<file path="src/rtl/cluster_hub_buf.sv">
// ---------------------------------------------------------------------------
// cluster_hub_buf
//
// Buffered hub demultiplexer between a crossbar output and the child routers
// of one cluster. Each incoming flit is steered by its destination field into
// a per-child FIFO. Each child drains its FIFO against its own credit counter,
// so a stalled child only backpressures flits addressed to it.
//
// Optional feature macro: HUB_BCAST_EN
//   When defined, a flit with sd_in[BCAST_BIT] set is pushed into every
//   child FIFO in the same cycle. It is accepted only when no FIFO is full.
//   When undefined, BCAST_BIT is ordinary payload and no broadcast logic is
//   built.
//
// Parameters:
//   FLIT_W     flit width
//   NUM_OUT    number of children (power of two, 2..16)
//   DEST_LSB   LSB of the destination field (width $clog2(NUM_OUT))
//   FIFO_DEPTH per-child FIFO depth (power of two, >= 2)
//   CRED_INIT  credits per child after reset (child input buffer depth)
//   BCAST_BIT  broadcast flag bit (HUB_BCAST_EN builds only)
//
// Ports:
//   clk         clock, all state changes on its rising edge
//   rst         asynchronous active-high reset
//   sd_in       incoming flit
//   sd_in_valid sd_in carries a flit
//   sd_in_ready hub accepts the flit this cycle (combinational)
//   cred_ret    one-cycle credit return pulse per child
//   out_flit    registered flit to child i on [i*FLIT_W +: FLIT_W]
//   out_valid   registered one-cycle delivery pulse per child
//   fifo_full   per-child FIFO full flag
//   cred_err    sticky credit-overflow flag, cleared only by reset
// ---------------------------------------------------------------------------
module cluster_hub_buf #(
  parameter int FLIT_W     = 20,
  parameter int NUM_OUT    = 4,
  parameter int DEST_LSB   = 0,
  parameter int FIFO_DEPTH = 4,
  parameter int CRED_INIT  = 4,
  parameter int BCAST_BIT  = FLIT_W - 1
) (
  input  logic                        clk,
  input  logic                        rst,
  input  logic [FLIT_W-1:0]           sd_in,
  input  logic                        sd_in_valid,
  output logic                        sd_in_ready,
  input  logic [NUM_OUT-1:0]          cred_ret,
  output logic [NUM_OUT*FLIT_W-1:0]   out_flit,
  output logic [NUM_OUT-1:0]          out_valid,
  output logic [NUM_OUT-1:0]          fifo_full,
  output logic                        cred_err
);

  localparam int DW = $clog2(NUM_OUT);
  localparam int AW = $clog2(FIFO_DEPTH);
  localparam int PW = AW + 1;
  localparam int CW = $clog2(CRED_INIT + 1);
  localparam logic [CW-1:0] CRED_MAX = CW'(CRED_INIT);

  logic [DW-1:0]      dest;
  logic               xfer;
  logic [NUM_OUT-1:0] push;
  logic [NUM_OUT-1:0] pop;
  logic [NUM_OUT-1:0] cred_ovf;

  assign dest = sd_in[DEST_LSB +: DW];

  // Ready looks only at the pre-edge full flags, so a pop in the same cycle
  // never frees room for a push into a full FIFO. Ready is forced low while
  // reset is asserted so nothing is accepted in a reset cycle.
`ifdef HUB_BCAST_EN
  logic bcast;
  assign bcast       = sd_in[BCAST_BIT];
  assign sd_in_ready = !rst && (bcast ? !(|fifo_full) : !fifo_full[dest]);
`else
  assign sd_in_ready = !rst && !fifo_full[dest];
`endif

  assign xfer = sd_in_valid && sd_in_ready;

  for (genvar i = 0; i < NUM_OUT; i++) begin : g_chan

    logic [PW-1:0]     wr_ptr;
    logic [PW-1:0]     rd_ptr;
    logic [CW-1:0]     credit;
    logic [FLIT_W-1:0] mem [FIFO_DEPTH];
    logic [FLIT_W-1:0] flit_q;
    logic              valid_q;

`ifdef HUB_BCAST_EN
    assign push[i] = xfer && (bcast || (dest == DW'(i)));
`else
    assign push[i] = xfer && (dest == DW'(i));
`endif

    // The extra pointer MSB distinguishes full (same index, different lap)
    // from empty (pointers identical).
    assign fifo_full[i] = (wr_ptr[AW-1:0] == rd_ptr[AW-1:0]) &&
                          (wr_ptr[AW] != rd_ptr[AW]);

    // A child is served whenever it has something queued and credit left;
    // the credit test alone keeps the counter from going below zero.
    assign pop[i] = (wr_ptr != rd_ptr) && (credit != '0);

    // A return at full credit with no send in the same cycle has nowhere to
    // go; it is dropped and reported through cred_err.
    assign cred_ovf[i] = cred_ret[i] && !pop[i] && (credit == CRED_MAX);

    // FIFO storage has no reset; the pointers alone define its contents.
    always_ff @(posedge clk) begin
      if (push[i]) begin
        mem[wr_ptr[AW-1:0]] <= sd_in;
      end
    end

    // Pointers, credit counter and the registered output stage of child i.
    // A send and a return in the same cycle cancel and leave credit as is.
    always_ff @(posedge clk or posedge rst) begin
      if (rst) begin
        wr_ptr  <= '0;
        rd_ptr  <= '0;
        credit  <= CRED_MAX;
        flit_q  <= '0;
        valid_q <= 1'b0;
      end else begin
        valid_q <= pop[i];
        if (push[i]) begin
          wr_ptr <= wr_ptr + PW'(1);
        end
        if (pop[i]) begin
          rd_ptr <= rd_ptr + PW'(1);
          flit_q <= mem[rd_ptr[AW-1:0]];
        end
        if (pop[i] && !cred_ret[i]) begin
          credit <= credit - CW'(1);
        end else if (!pop[i] && cred_ret[i] && (credit != CRED_MAX)) begin
          credit <= credit + CW'(1);
        end
      end
    end

    assign out_flit[i*FLIT_W +: FLIT_W] = flit_q;
    assign out_valid[i]                 = valid_q;

  end

  // Sticky credit-overflow flag shared by all children.
  always_ff @(posedge clk or posedge rst) begin
    if (rst) begin
      cred_err <= 1'b0;
    end else if (|cred_ovf) begin
      cred_err <= 1'b1;
    end
  end

endmodule

</file>
<file path="config.mk">
export PLATFORM = sky130hd
export DESIGN_NAME = cluster_hub_buf
export DESIGN_NICKNAME = d
export VERILOG_FILES = /design/src/rtl/cluster_hub_buf.sv
export SDC_FILE = /design/constraint.sdc
export NUM_CORES = 1
export LEC_CHECK = 0
export CAP_MARGIN = 10
export CELL_PAD_IN_SITES_DETAIL_PLACEMENT = 2
export CELL_PAD_IN_SITES_GLOBAL_PLACEMENT = 2
export CORE_MARGIN = 5
export CORE_UTILIZATION = 49
export DETAILED_ROUTE_END_ITERATION = 8
export DONT_BUFFER_PORTS = 1
export PLACE_DENSITY = 0.76
export SLEW_MARGIN = 20
export SYNTH_ARGS = -nofsm -noshare
export SYNTH_HDL_FRONTEND = slang
export SYNTH_SLANG_ARGS = --single-unit
</file>
<file path="constraint.sdc">
create_clock -name clk -period 6.6 [get_ports clk]
set_input_delay 1.98 -clock clk [delete_from_list [all_inputs] [get_ports clk]]
set_output_delay 1.98 -clock clk [all_outputs]
set_load 0.03 [all_outputs]
</file>
After elaboration in Yosys (flattened, before gate mapping) --
Memories as Yosys holds them, arrays and structs flattened. A register that Yosys moved wholly into a read port is not among the register bits. Index checks and enable logic that the tools add are counted.
Storage, ports and cells: flip-flop bits (word level) 41, input port bits 27, bits in writable memories 320, memories 4, latch bits 0, word-level logic and storage cells 129, bits in read-only memories 0, output and inout bits 90
Memories:
- g_chan[0].mem | words 4, bits a word 20, read ports 1, clocked after Yosys merged registers in 1, write ports 1, RTL line 87 | logic [FLIT_W-1:0] mem [FIFO_DEPTH];
- g_chan[1].mem | words 4, bits a word 20, read ports 1, clocked after Yosys merged registers in 1, write ports 1, RTL line 87
- g_chan[2].mem | words 4, bits a word 20, read ports 1, clocked after Yosys merged registers in 1, write ports 1, RTL line 87
- g_chan[3].mem | words 4, bits a word 20, read ports 1, clocked after Yosys merged registers in 1, write ports 1, RTL line 87
Cells by class: add/sub/neg operators 16, multiply operators 0, bitwise operators 0, muxes and demuxes 18, reduce and logical (&&, ||, !) cells 50, div/mod/pow operators 0, $lt $le $gt $ge 1, equal/unequal tests 23, shift operators 0
Operators by type and width (number):
- 3-bit by 1-bit adder with 3-bit output, second input constant | 12
- 1-bit logical AND | 30
- 3-bit two-way mux | 8
- 3-bit == test, second input constant | 4
- 3-bit inequality test | 4
- 3-bit inequality test, second input constant | 4
- 3-bit nonzero test | 4
- 3-bit by 1-bit subtractor with 3-bit output, second input constant | 4
- 1-bit zero test | 10
- 1-bit two-way mux | 9
- 2-bit == test | 4
- 2-bit nonzero test | 4
- 2-bit == test, second input constant | 2
- 1-bit inequality test | 4
- 4-bit OR reduction | 1
- 2-bit by 3-bit less-than comparator with 1-bit output, second input constant | 1
- 1-bit binary-select mux with 2-bit select | 1
- 2-bit by 1-bit == test with 1-bit output, second input constant | 1
- 2-bit zero test | 1

Longest topological paths before layout --
Gate-level depths: netlist (run 1).
depth in word-level cells 10, gate-level depth with buffers 10, mapped depth without buffers 8

Worst setup path after synthesis (run 1) --
OpenSTA, ideal clock, no wires.
path kind input to output, start in sd_in[1], end out sd_in_ready, data required time 4.620 ns, path slack 1.708 ns, stages 4, path buffers 0, arrival time 2.912 ns, path through inv_1 and4_1 a211o_1 a21oi_1
On the way: cells in the longest elaborated chain, start to end 4
RTL lines:
- start: declaration | RTL line 45 | input logic [FLIT_W-1:0] sd_in,
- 1-bit binary-select mux with 2-bit select | RTL line 77 | assign sd_in_ready = !rst && !fifo_full[dest];
- 1-bit two-way mux (not written as such) | RTL line 77
- 1-bit zero test | RTL line 77
- 1-bit logical AND | RTL line 77
- end: declaration | RTL line 47 | output logic sd_in_ready,
Every way passes these cells. The select of a mux whose other input is x is not followed.

Worst setup path in the final report (run 1) --
start reg g_chan[2].rd_ptr[1], end out sd_in_ready
On the way: cells in the longest elaborated chain, start to end 6
RTL lines:
- start: declaration | RTL line 85 | logic [PW-1:0] rd_ptr;
- start signal: assignment | RTL line 132 | rd_ptr <= rd_ptr + PW'(1);
- 2-bit == test | RTL line 99 | assign fifo_full[i] = (wr_ptr[AW-1:0] == rd_ptr[AW-1:0]) &&
- 1-bit logical AND | RTL line 99
- named net fifo_full[2] | RTL line 51 | output logic [NUM_OUT-1:0] fifo_full,
- 1-bit binary-select mux with 2-bit select | RTL line 77
- 1-bit two-way mux (not written as such) | RTL line 77
- 1-bit zero test | RTL line 77
- 1-bit logical AND | RTL line 77
The timed path passes the listed nets, and every way through them passes these cells. The select of a mux whose other input is x is not followed.

==> results of run 1 <==
where the power goes:
part	switching, mW	total, mW	internal, mW
clock network	1.03	2.52	1.49
logic	1.45	2.82	1.37
registers	1.03	4.50	3.47
total	3.51	9.84	6.33
worst max-delay path, stage by stage (launching register included):
cell and delay, ps:
dfrtp_1 1070, xnor2_1 360, and3_1 410, a211o_1 340, a21oi_1 610
path summary, 6_finish.rpt:
path / slack, ps / endpoint / startpoint / depth (start not counted)
max in group asynchronous: 3990 / g_chan[3].rd_ptr[1]$_DFFE_PP0P_ / rst / 2
worst max register to register: 2930 / g_chan[0].credit[1]$_DFFE_PP0P_ / g_chan[0].rd_ptr[1]$_DFFE_PP0P_ / 7
worst max-delay path: 1280 / sd_in_ready / g_chan[2].rd_ptr[1]$_DFFE_PP0P_ / 4
worst min-delay path: 540 / g_chan[2].wr_ptr[2]$_DFFE_PP0P_ / g_chan[2].wr_ptr[2]$_DFFE_PP0P_ / 1
worst min register to register: 540 / g_chan[2].wr_ptr[2]$_DFFE_PP0P_ / g_chan[2].wr_ptr[2]$_DFFE_PP0P_ / 1
min in group asynchronous: 1440 / g_chan[0].wr_ptr[0]$_DFFE_PP0P_ / rst / 1
final cells by class:
cell class,instances,share of cell area (%)
Antenna cell,2,0.0259
Clock buffer,74,7.46
Clock inverter,11,0.298
Inverter,25,0.512
Multi-Input combinational cell,359,23.0
Sequential cell,441,65.5
Tap cell,455,2.95
Timing Repair Buffer,6,0.233
Yosys cell counts (5+ instances only):
cell type,instances
edfxtp_1,320
dfrtp_1,117
mux4_2,80
mux2_2,52
mux2_1,33
inv_1,25
ha_1,20
xor2_1,20
and2_1,19
xnor2_1,14
clkbuf_1,12
nor2_1,12
buf_2,10
buf_4,10
nand2_1,10
o21ai_0,9
and3_1,7
xnor2_2,6
nand2b_1,5
nor3b_1,5
state kept, by name, indices dropped and copies added (netlist names):
name            cells
g_chan.rd_ptr      12
cred_err            1
g_chan.mem        320
g_chan.credit      12
g_chan.valid_q      4
g_chan.flit_q      80
g_chan.wr_ptr      12
through the flow:
step	cell area, µm²	util [%]	instances	worst slack [ps]
after floorplan	17300	-	858	1410
after global placement	17800	51.2	1286	1480
after detailed placement	17800	51.2	1286	1470
after CTS	19300	55.5	1371	1200
after global routing	19300	55.6	1371	1120
final	19300	55.6	1373	1280
routing by layer:
metal / vias to the layer above / part of all wire (%) / track usage (%)
met4: 2 / 3.0 / 6.35
li1: 3433 / - / -
met1: 4422 / 39 / 27.8
met5: - / 0.031 / 0
met3: 73 / 5.2 / 4.59
met2: 213 / 53 / 38.9
cell families (layout without fill, tap and decap cells):
logic type,Yosys count,count (layout)
mux,168,168
simple gates,85,85
buf+inv,58,116
fa+ha+maj,24,24
other cells,0,2
compound gates,42,42
flops,441,441
xor+xnor,40,40
==> impl_results.md, run 1 <==
- Main area contributors after synthesis: edfxtp_1 55%, dfrtp_1 17%, mux4_2 10%
- Vias in the first global route: 9469
- # rows: between 60 and 70
- CTS Sinks: roughly 440
- Max_cap viols: 0
- Synth Area in Adders: approximately 1.9%
- Routed len/inst: 30.9 µm
- Leading area contributor after synthesis: edfxtp_1
- NumNets Final: between 900 and 1000
- Share of the synthesized area in the top cell type: about 55%
- Synth Area in Compound Gates: under 10%
- Slew headroom: around 24%
- WS Path Type: flop to output pin
- Crit start category: flop
- Final setup viols: 0
- Synth Area in Simple Gates: 3.00%
- TritonCTS Buffers: 46
- Synthesized cell area: between 0.015 and 0.02 mm²
- Syn Inst Count: 858
- All-Layer GR Usage: approximately 22%
- DR pass1 iterations: 6
- Worst vdd ir: around 0.32 mV
- Data arrival, critical path: between 3000 and 4000 ps
- CTS tree: built
- Max Clock Freq: roughly 0.19 GHz
- H-tree depth: 2
- Yosys warnings: 0
- Avg Cell Area, Syn: 20.2 µm²
- Final Skew: between 20 and 25 ps
- Status: finished, final reports clean
- First-pass GRT wire length: between 60000 and 70000 µm
- Post-Synth XOR/XNOR Area: between 2 and 2.5%
- CP Max Fanout: 23
- CORE AREA: 0.0347 mm²
- Netlist cell types: 57
- Post-CTS Hold Fix Bufs: 0
- Routed Antenna Nets: 0
- Resized Gates After CTS: 0
- RSZ-0062 raised after global routing: no
- Req. time, crit path: approximately 4600 ps
- Via count: 8143
- Die Ht: ~200 µm
- Final total power: a little under 10 mW
- Fin crit period: 5320 ps
- Routed WL: around 42000 µm
- Layout cells sized above 1: 26.3%
- Worst skew pair latency: 550 ps
- Asr flop ratio synth: roughly 27%
- CP Capture Type: output pin
- Most frequent cells in the layout: 320 x edfxtp_1, 116 x dfrtp_1, 80 x mux4_2, 52 x mux2_2, 48 x clkbuf_16
- Register area share after synthesis: 72.9%
- Initial Util: 49.9%
- Multi-input logic area: ~0.0044 mm²
- Die Wd: between 150 and 200 µm
- Setup Buffers After CTS: 0
- Largest net degree at the start of global routing: slightly above 80
- Final HPWL DP: 26900 µm
- IO buf count: 0
- Post-synthesis to final-layout area growth: 11.3%
- Reg area: around 0.013 mm²
- Vias per cell: just under 6
- Mux share of post-synthesis cell area: 16.1%
- Hold Path Class: flop to flop
- # IOs: about 120
- Setup TNS: 0 ps
- Post-synth net total: a little over 900
- CTS clk-pin slew, worst paths: ~60 ps
- EDFF count, synth: 320
- Initial DRC count: between 400 and 500
- Most common cell after layout, fill and taps aside: edfxtp_1
- Final Hold Fails: 0
- Initial antenna violation count: 1
- DRC viols: 0
- Final Slew Violations: 0
- Power per Cell Area: between 500 and 600 mW/mm²
- Routability congestion estimate: roughly 0.74
- Hold slack: around 540 ps
- Seq cells post-synth: 441
- Die area: just under 0.04 mm²
- Most common flop cell mapped by yosys: edfxtp_1
- Worst slew pin tran: roughly 1100 ps
- Grt ovf: 0
- Filler cell count: ~2900
- Largest family of logic cells by synthesized area: multiplexers
- P_leak: between 6 and 7 nW
- Period utilisation layout: roughly four fifths
- Root buf cell: clkbuf_16
- Clock Path Buffers: 3
Note: power is estimated with default switching activity, not from simulation.
==> run 2: changes to the inputs <==
CORE_UTILIZATION = 44   (was 49)
PLACE_DENSITY = 0.72   (was 0.76)
clock period = 4.85 ns   (was 6.6 ns; I/O delays follow)
==> impl_results.md, run 2 (synthesized netlist as in run 1, its figures left out) <==
- Worst vdd ir: 0.357 mV (was 0.315 mV)
- Met3 Usage GRT: 4.43% (was 4.59%)
- Final Skew: 17.3 ps (was 20.4 ps)
- DRC viols: 0 (unchanged)
- Initial antenna violation count: 1 (unchanged)
- Setup Buffers After CTS: 0 (unchanged)
- Final HPWL DP: 26500 µm (was 26900 µm)
- WS Path Type: flop to output pin (unchanged)
- Max_cap viols: 0 (unchanged)
- P_leak: 6.84 nW (was 6.69 nW)
- Worst setup endpoint: sd_in_ready (unchanged)
- Die Wd: 208 µm (was 198 µm)
- Routability congestion estimate: 0.746 (was 0.737)
- Fin crit period: around 3900 ps
- Worst slew pin tran: 1080 ps (was 1140 ps)
- Setup TNS: 0 ps (unchanged)
- Via count: 8246 (was 8143)
- Global routing usage on met2: 35.2% (was 38.9%)
- Met1 Track Usage GR: 24.7% (was 27.8%)
- Resized Gates After CTS: 0 (unchanged)
- Grt ovf: 0 (unchanged)
- Final setup viols: 0 (unchanged)
- Start point of the critical path: g_chan[1].rd_ptr[1]$_DFFE_PP0P_ (was g_chan[2].rd_ptr[1]$_DFFE_PP0P_)
- Post-CTS Hold Fix Bufs: 0 (unchanged)
- Routed len/inst: 29.2 µm (was 30.9 µm)
- Power per Cell Area: 700 mW/mm² (was 510 mW/mm²)
- Die Ht: 208 µm (was 198 µm)
- CORE AREA: 0.0388 mm² (was 0.0347 mm²)
- Max reg flops: 320 (unchanged)
- Status: finished, final reports clean (unchanged)
- GRT Max-Usage Layer: met2 (unchanged)
- First-pass GRT wire length: 64300 µm (was 63700 µm)
- Crit start category: flop (unchanged)
- NumNets Final: 952 (was 930)
- DR pass1 iterations: 6 (unchanged)
- Placed cell areas: 0.0180 mm² (was 0.0178 mm²)
- IO buf count: 0 (unchanged)
- Cell area after layout: 0.0197 mm² (was 0.0193 mm²)
- CP Capture Type: output pin (unchanged)
- Routed WL: 42600 µm (was 42400 µm)
- CP Max Fanout: 23 (unchanged)
- H-tree depth: 2 (unchanged)
- R2R Setup Slk: 2100 ps (was 2930 ps)
- Max Clock Freq: roughly 0.25 GHz
- Period utilisation layout: approximately four fifths
- # diodes: 0 (was 2)
- CTS Sinks: 441 (unchanged)
- Req. time, crit path: 3390 ps (was 4620 ps)
- Vias per cell: 5.66 (was 5.93)
- Vias in the first global route: 9444 (was 9469)
- Routed Antenna Nets: 0 (unchanged)
- R2R Path Start: g_chan[3].wr_ptr[0]$_DFFE_PP0P_ (was g_chan[0].rd_ptr[1]$_DFFE_PP0P_)
- Layout cells sized above 1: 27.1% (was 26.3%)
- Post-synthesis to final-layout area growth: 13.4% (was 11.3%)
- Worst skew pair latency: 570 ps (was 550 ps)
- R2r endpoint: g_chan[3].credit[2]$_DFFE_PP1P_ (was g_chan[0].credit[1]$_DFFE_PP0P_)
- Die area: 0.0435 mm² (was 0.0392 mm²)
- Final total power: 13.8 mW (was 9.84 mW)
- RSZ-0062 raised after global routing: no (unchanged)
- Final Hold Fails: 0 (unchanged)
- # IOs: 117 (unchanged)
- Most frequent cells in the layout: 320 x edfxtp_1, 116 x dfrtp_1, 80 x mux4_2, 52 x mux2_2, 51 x clkbuf_16 (was 320 x edfxtp_1, 116 x dfrtp_1, 80 x mux4_2, 52 x mux2_2, 48 x clkbuf_16)
- Root buf cell: clkbuf_16 (unchanged)
- # rows: 72 (was 68)
- Hold Path Class: flop to flop (unchanged)
- CTS tree: built (unchanged)
- Largest net degree at the start of global routing: 79 (was 81)
- All-Layer GR Usage: 19.8% (was 22.1%)
- CTS clk-pin slew, worst paths: 60 ps (about the same)
- R2R depth: 9 (was 7)
- Initial Util: 44.6% (was 49.9%)
- Initial DRC count: 592 (was 486)
- Slew headroom: 28.2% (was 24.3%)
- TritonCTS Buffers: 47 (was 46)
- Data arrival, critical path: 2490 ps (was 3340 ps)
- Clock Path Buffers: 3 (unchanged)
- Most common cell after layout, fill and taps aside: edfxtp_1 (unchanged)
- Final Slew Violations: 0 (unchanged)
-- run 2: cell types whose count changed in the layout (fill, tap and decap cells not counted), moves of 2 or more --
cell,previous run,this run
and2_1,9,17
clkbuf_8,14,5
clkbuf_16,48,51
diode_2,2,0
clkinv_2,6,4
clkinvlp_4,1,3
buf_4,6,27
bufinv_16,0,6
and2_2,10,2
-- run 2: how the worst min path moves through the flow --
stage / from / cells past startpoint / end / slack, ps
2_1_floorplan: g_chan[0].wr_ptr[2]$_DFFE_PP0P_ / 1 / g_chan[0].wr_ptr[2]$_DFFE_PP0P_ / 500
3_3_place_gp: g_chan[3].wr_ptr[2]$_DFFE_PP0P_ / 1 / g_chan[3].wr_ptr[2]$_DFFE_PP0P_ / 510
3_5_place_dp: g_chan[3].rd_ptr[2]$_DFFE_PP0P_ / 1 / g_chan[3].rd_ptr[2]$_DFFE_PP0P_ / 550
4_1_cts: g_chan[2].rd_ptr[2]$_DFFE_PP0P_ / 1 / g_chan[2].rd_ptr[2]$_DFFE_PP0P_ / 560
5_1_grt: g_chan[2].rd_ptr[2]$_DFFE_PP0P_ / 1 / g_chan[2].rd_ptr[2]$_DFFE_PP0P_ / 570
6_report: g_chan[1].rd_ptr[2]$_DFFE_PP0P_ / 1 / g_chan[1].rd_ptr[2]$_DFFE_PP0P_ / 550
-- run 2: power by group --
part | switching, mW | internal, mW | leakage (nW)
clock | 1.46 | 2.31 | 0.791
combinational | 2.09 | 1.89 | 1.77
sequential | 1.28 | 4.72 | 4.29
total | 4.84 | 8.93 | 6.84
-- run 2: critical path, stage by stage (launching register included) --
cell      delay (ps)
dfrtp_1          370
buf_4            250
xnor2_2          370
nand2_1          120
o311ai_0         390
buf_4            210
a21oi_1           70
buf_4            170
-- run 2: area by class of cell --
class,count,area (µm²)
Clock buffer,69,1390
Timing Repair Buffer,27,203
Inverter,25,98.8
Tap cell,518,648
Multi-Input combinational cell,359,4430
Fill cell,3359,19200
Clock inverter,18,246
Sequential cell,441,12600
-- run 2: metal layers --
layer  vias to the layer above  wire length, µm
li1                       3484                -
met1                      4516            17000
met2                       183            22500
met3                        63             1920
met4                         0             1130
met5                         -                0
-- run 2: per-stage QoR --
step                      hold WS (ps)  instances  util (%)  setup WS (ps)
after detailed placement           548       1370      46.4           1070
after global routing               572       1457      50.6            747
after global placement             515       1370      46.4           1060
after CTS                          563       1457      50.6            435
after floorplan                    498        858         -            187
final                              555       1457      50.6            904
==> run 3: changes to the inputs <==
clock period = 3.5 ns   (was 4.85 ns; I/O delays follow)
==> impl_results.md, run 3 (synthesized netlist as in run 1, its figures left out) <==
- Int Power: 12.4 mW (was 8.93 mW)
- Routed Antenna Nets: 0 (unchanged)
- Initial antenna violation count: 2 (was 1)
- Post-CTS Hold Fix Bufs: 0 (unchanged)
- Power per Cell Area: 956 mW/mm² (was 700 mW/mm²)
- Non-filler cells, final: 1472 (was 1457)
- RSZ-0062 raised after global routing: no (unchanged)
- Vias per cell: 5.58 (was 5.66)
- Max Clock Freq: approximately 0.3 GHz
- Max reg flops: 320 (unchanged)
- Post-synthesis to final-layout area growth: 14.0% (was 13.4%)
- Grt ovf: 0 (unchanged)
- Initial DRC count: 489 (was 592)
- NumNets Final: 965 (was 952)
- First-pass GRT wire length: 63600 µm (was 64300 µm)
- Fin crit period: ~3300 ps
- Most frequent cells in the layout: 320 x edfxtp_1, 117 x dfrtp_1, 80 x mux4_2, 52 x mux2_2, 49 x clkbuf_16 (was 320 x edfxtp_1, 116 x dfrtp_1, 80 x mux4_2, 52 x mux2_2, 51 x clkbuf_16)
- # IOs: 117 (unchanged)
- Switching part of the total: 34.6% (was 35.1%)
- CP Capture Type: output pin (unchanged)
- Placed cell areas: 0.0182 mm² (was 0.0180 mm²)
- Root buf cell: clkbuf_16 (unchanged)
- Most common cell after layout, fill and taps aside: edfxtp_1 (unchanged)
- Routed len/inst: 28.2 µm (was 29.2 µm)
- IO buf count: 0 (unchanged)
- Clock share of power: 27.0% (was 27.4%)
- Largest net degree at the start of global routing: 54 (was 79)
- Filler cell count: 3344 (was 3359)
- Worst slew pin tran: 868 ps (was 1080 ps)
- WS Path Type: flop to output pin (unchanged)
- CORE AREA: 0.0388 mm² (unchanged)
- # rows: 72 (unchanged)
- Die area: 0.0435 mm² (unchanged)
- Hold Path Class: input pin to async pin (was flop to flop)
- Clock Path Buffers: 3 (unchanged)
- Final HPWL DP: 25900 µm (was 26500 µm)
- Cells after DPL: 1383 (was 1370)
- CP Max Fanout: 4 (was 23)
- All-Layer GR Usage: 19.4% (was 19.8%)
- Setup TNS: 0 ps (unchanged)
- H-tree depth: 2 (unchanged)
- Max_cap viols: 0 (unchanged)
- CTS tree: built (unchanged)
- Final setup viols: 0 (unchanged)
- TritonCTS Buffers: 47 (unchanged)
- Worst vdd ir: 0.442 mV (was 0.357 mV)
- Slew headroom: 42.0% (was 28.2%)
- Die Ht: 208 µm (unchanged)
- DR pass1 iterations: 4 (was 6)
- Vias in the first global route: 9421 (was 9444)
- CTS Sinks: 441 (unchanged)
- Initial Util: 44.6% (unchanged)
- Logic pwr share: 29.3% (was 28.9%)
- Routed WL: 41500 µm (was 42600 µm)
- Final Skew: 12.2 ps (was 17.3 ps)
- CTS clk-pin slew, worst paths: 60 ps (about the same)
- Data arrival, critical path: 2270 ps (was 2490 ps)
- Sequential power share: 43.7% (was 43.6%)
- Final Slew Violations: 0 (unchanged)
- Final Hold Fails: 0 (unchanged)
- Final total power: 18.9 mW (was 13.8 mW)
- Layout cells sized above 1: 27.7% (was 27.1%)
- Net switching power: 6.54 mW (was 4.84 mW)
- Period utilisation layout: roughly 95%
- Status: finished, final reports clean (unchanged)
- Die Wd: 208 µm (unchanged)
- Cell area after layout: 0.0198 mm² (was 0.0197 mm²)
- Start point of the critical path: g_chan[2].wr_ptr[0]$_DFFE_PP0P_ (was g_chan[1].rd_ptr[1]$_DFFE_PP0P_)
- P_leak: 6.92 nW (was 6.84 nW)
- Req. time, crit path: 2450 ps (was 3390 ps)
- Crit start category: flop (unchanged)
- DRC viols: 0 (unchanged)
- R2R Path Start: g_chan[3].wr_ptr[0]$_DFFE_PP0P_ (unchanged)
- Routability congestion estimate: 0.770 (was 0.746)
- Worst skew pair latency: 570 ps (about the same)
- Via count: 8212 (was 8246)
==> run 3: cell types whose count changed in the layout (fill, tap and decap cells not counted), sizes merged <==
cell      delta
buf         +13
clkbuf       +5
clkinvlp     -2
diode        +2
bufinv       -1
clkinv       -1
inv          -1
==> run 3: timing repair <==
item	in CTS	in global routing
gates resized for setup	0	1
setup buffers	0	0
endpoints found under the setup margin	0	1
==> run 3: worst max-delay path, stage by stage (launching register included) <==
cell and delay [ps]:
dfrtp_1 450, xnor2_1 250, and3_1 270, a211o_1 300, a21oi_1 230, buf_4 210
==> run 3: routing by layer <==
layer	vias up	wire, µm	global-route usage (%)
li1	3509	-	-
met1	4462	17000	25.3
met2	188	21400	33.0
met3	53	2200	4.76
met4	0	887	4.80
met5	-	0	0
==> run 3: path summary, 6_finish.rpt <==
check / slack [ps] / depth (start not counted) / end
min in group clk: 530 / 1 / g_chan[1].rd_ptr[2]$_DFFE_PP0P_
max in group asynchronous: 2160 / 2 / g_chan[1].credit[2]$_DFFE_PP1P_
max reg2reg: 1150 / 9 / g_chan[3].credit[2]$_DFFE_PP1P_
max: 180 / 5 / sd_in_ready
min: 510 / 1 / g_chan[2].flit_q[10]$_DFFE_PP0P_
min reg2reg: 530 / 1 / g_chan[1].rd_ptr[2]$_DFFE_PP0P_
==> run 3: cell type report <==
cell class / count / area [µm²] / area share, %
Clock buffer: 74 / 1410 / 7.13
Sequential cell: 441 / 12600 / 64.0
Clock inverter: 13 / 189 / 0.956
Inverter: 25 / 97.6 / 0.494
Tap cell: 518 / 648 / 3.28
Timing Repair Buffer: 40 / 350 / 1.77
Multi-Input combinational cell: 359 / 4420 / 22.4
Antenna cell: 2 / 5.00 / 0.0253
==> run 3: metrics by stage <==
step                util, %  hold WS, ps  worst slack, ps
floorplan                 -          498              468
global placement       46.8          513              387
detailed placement     46.8          529              404
CTS                    50.9          529             28.6
global route           50.9          540             40.4
finish                 50.9          514              180
==> run 3: power by group through the flow <==
stage / Combinational [mW] / Sequential [mW] / Clock (mW)
3_3_place_gp: 5.40 / 8.33 / 0
4_1_cts: 5.68 / 8.30 / 5.24
6_report: 5.53 / 8.27 / 5.10
2_1_floorplan: 4.39 / 8.10 / 0
5_1_grt: 6.04 / 8.38 / 5.51
3_5_place_dp: 5.61 / 8.39 / 0
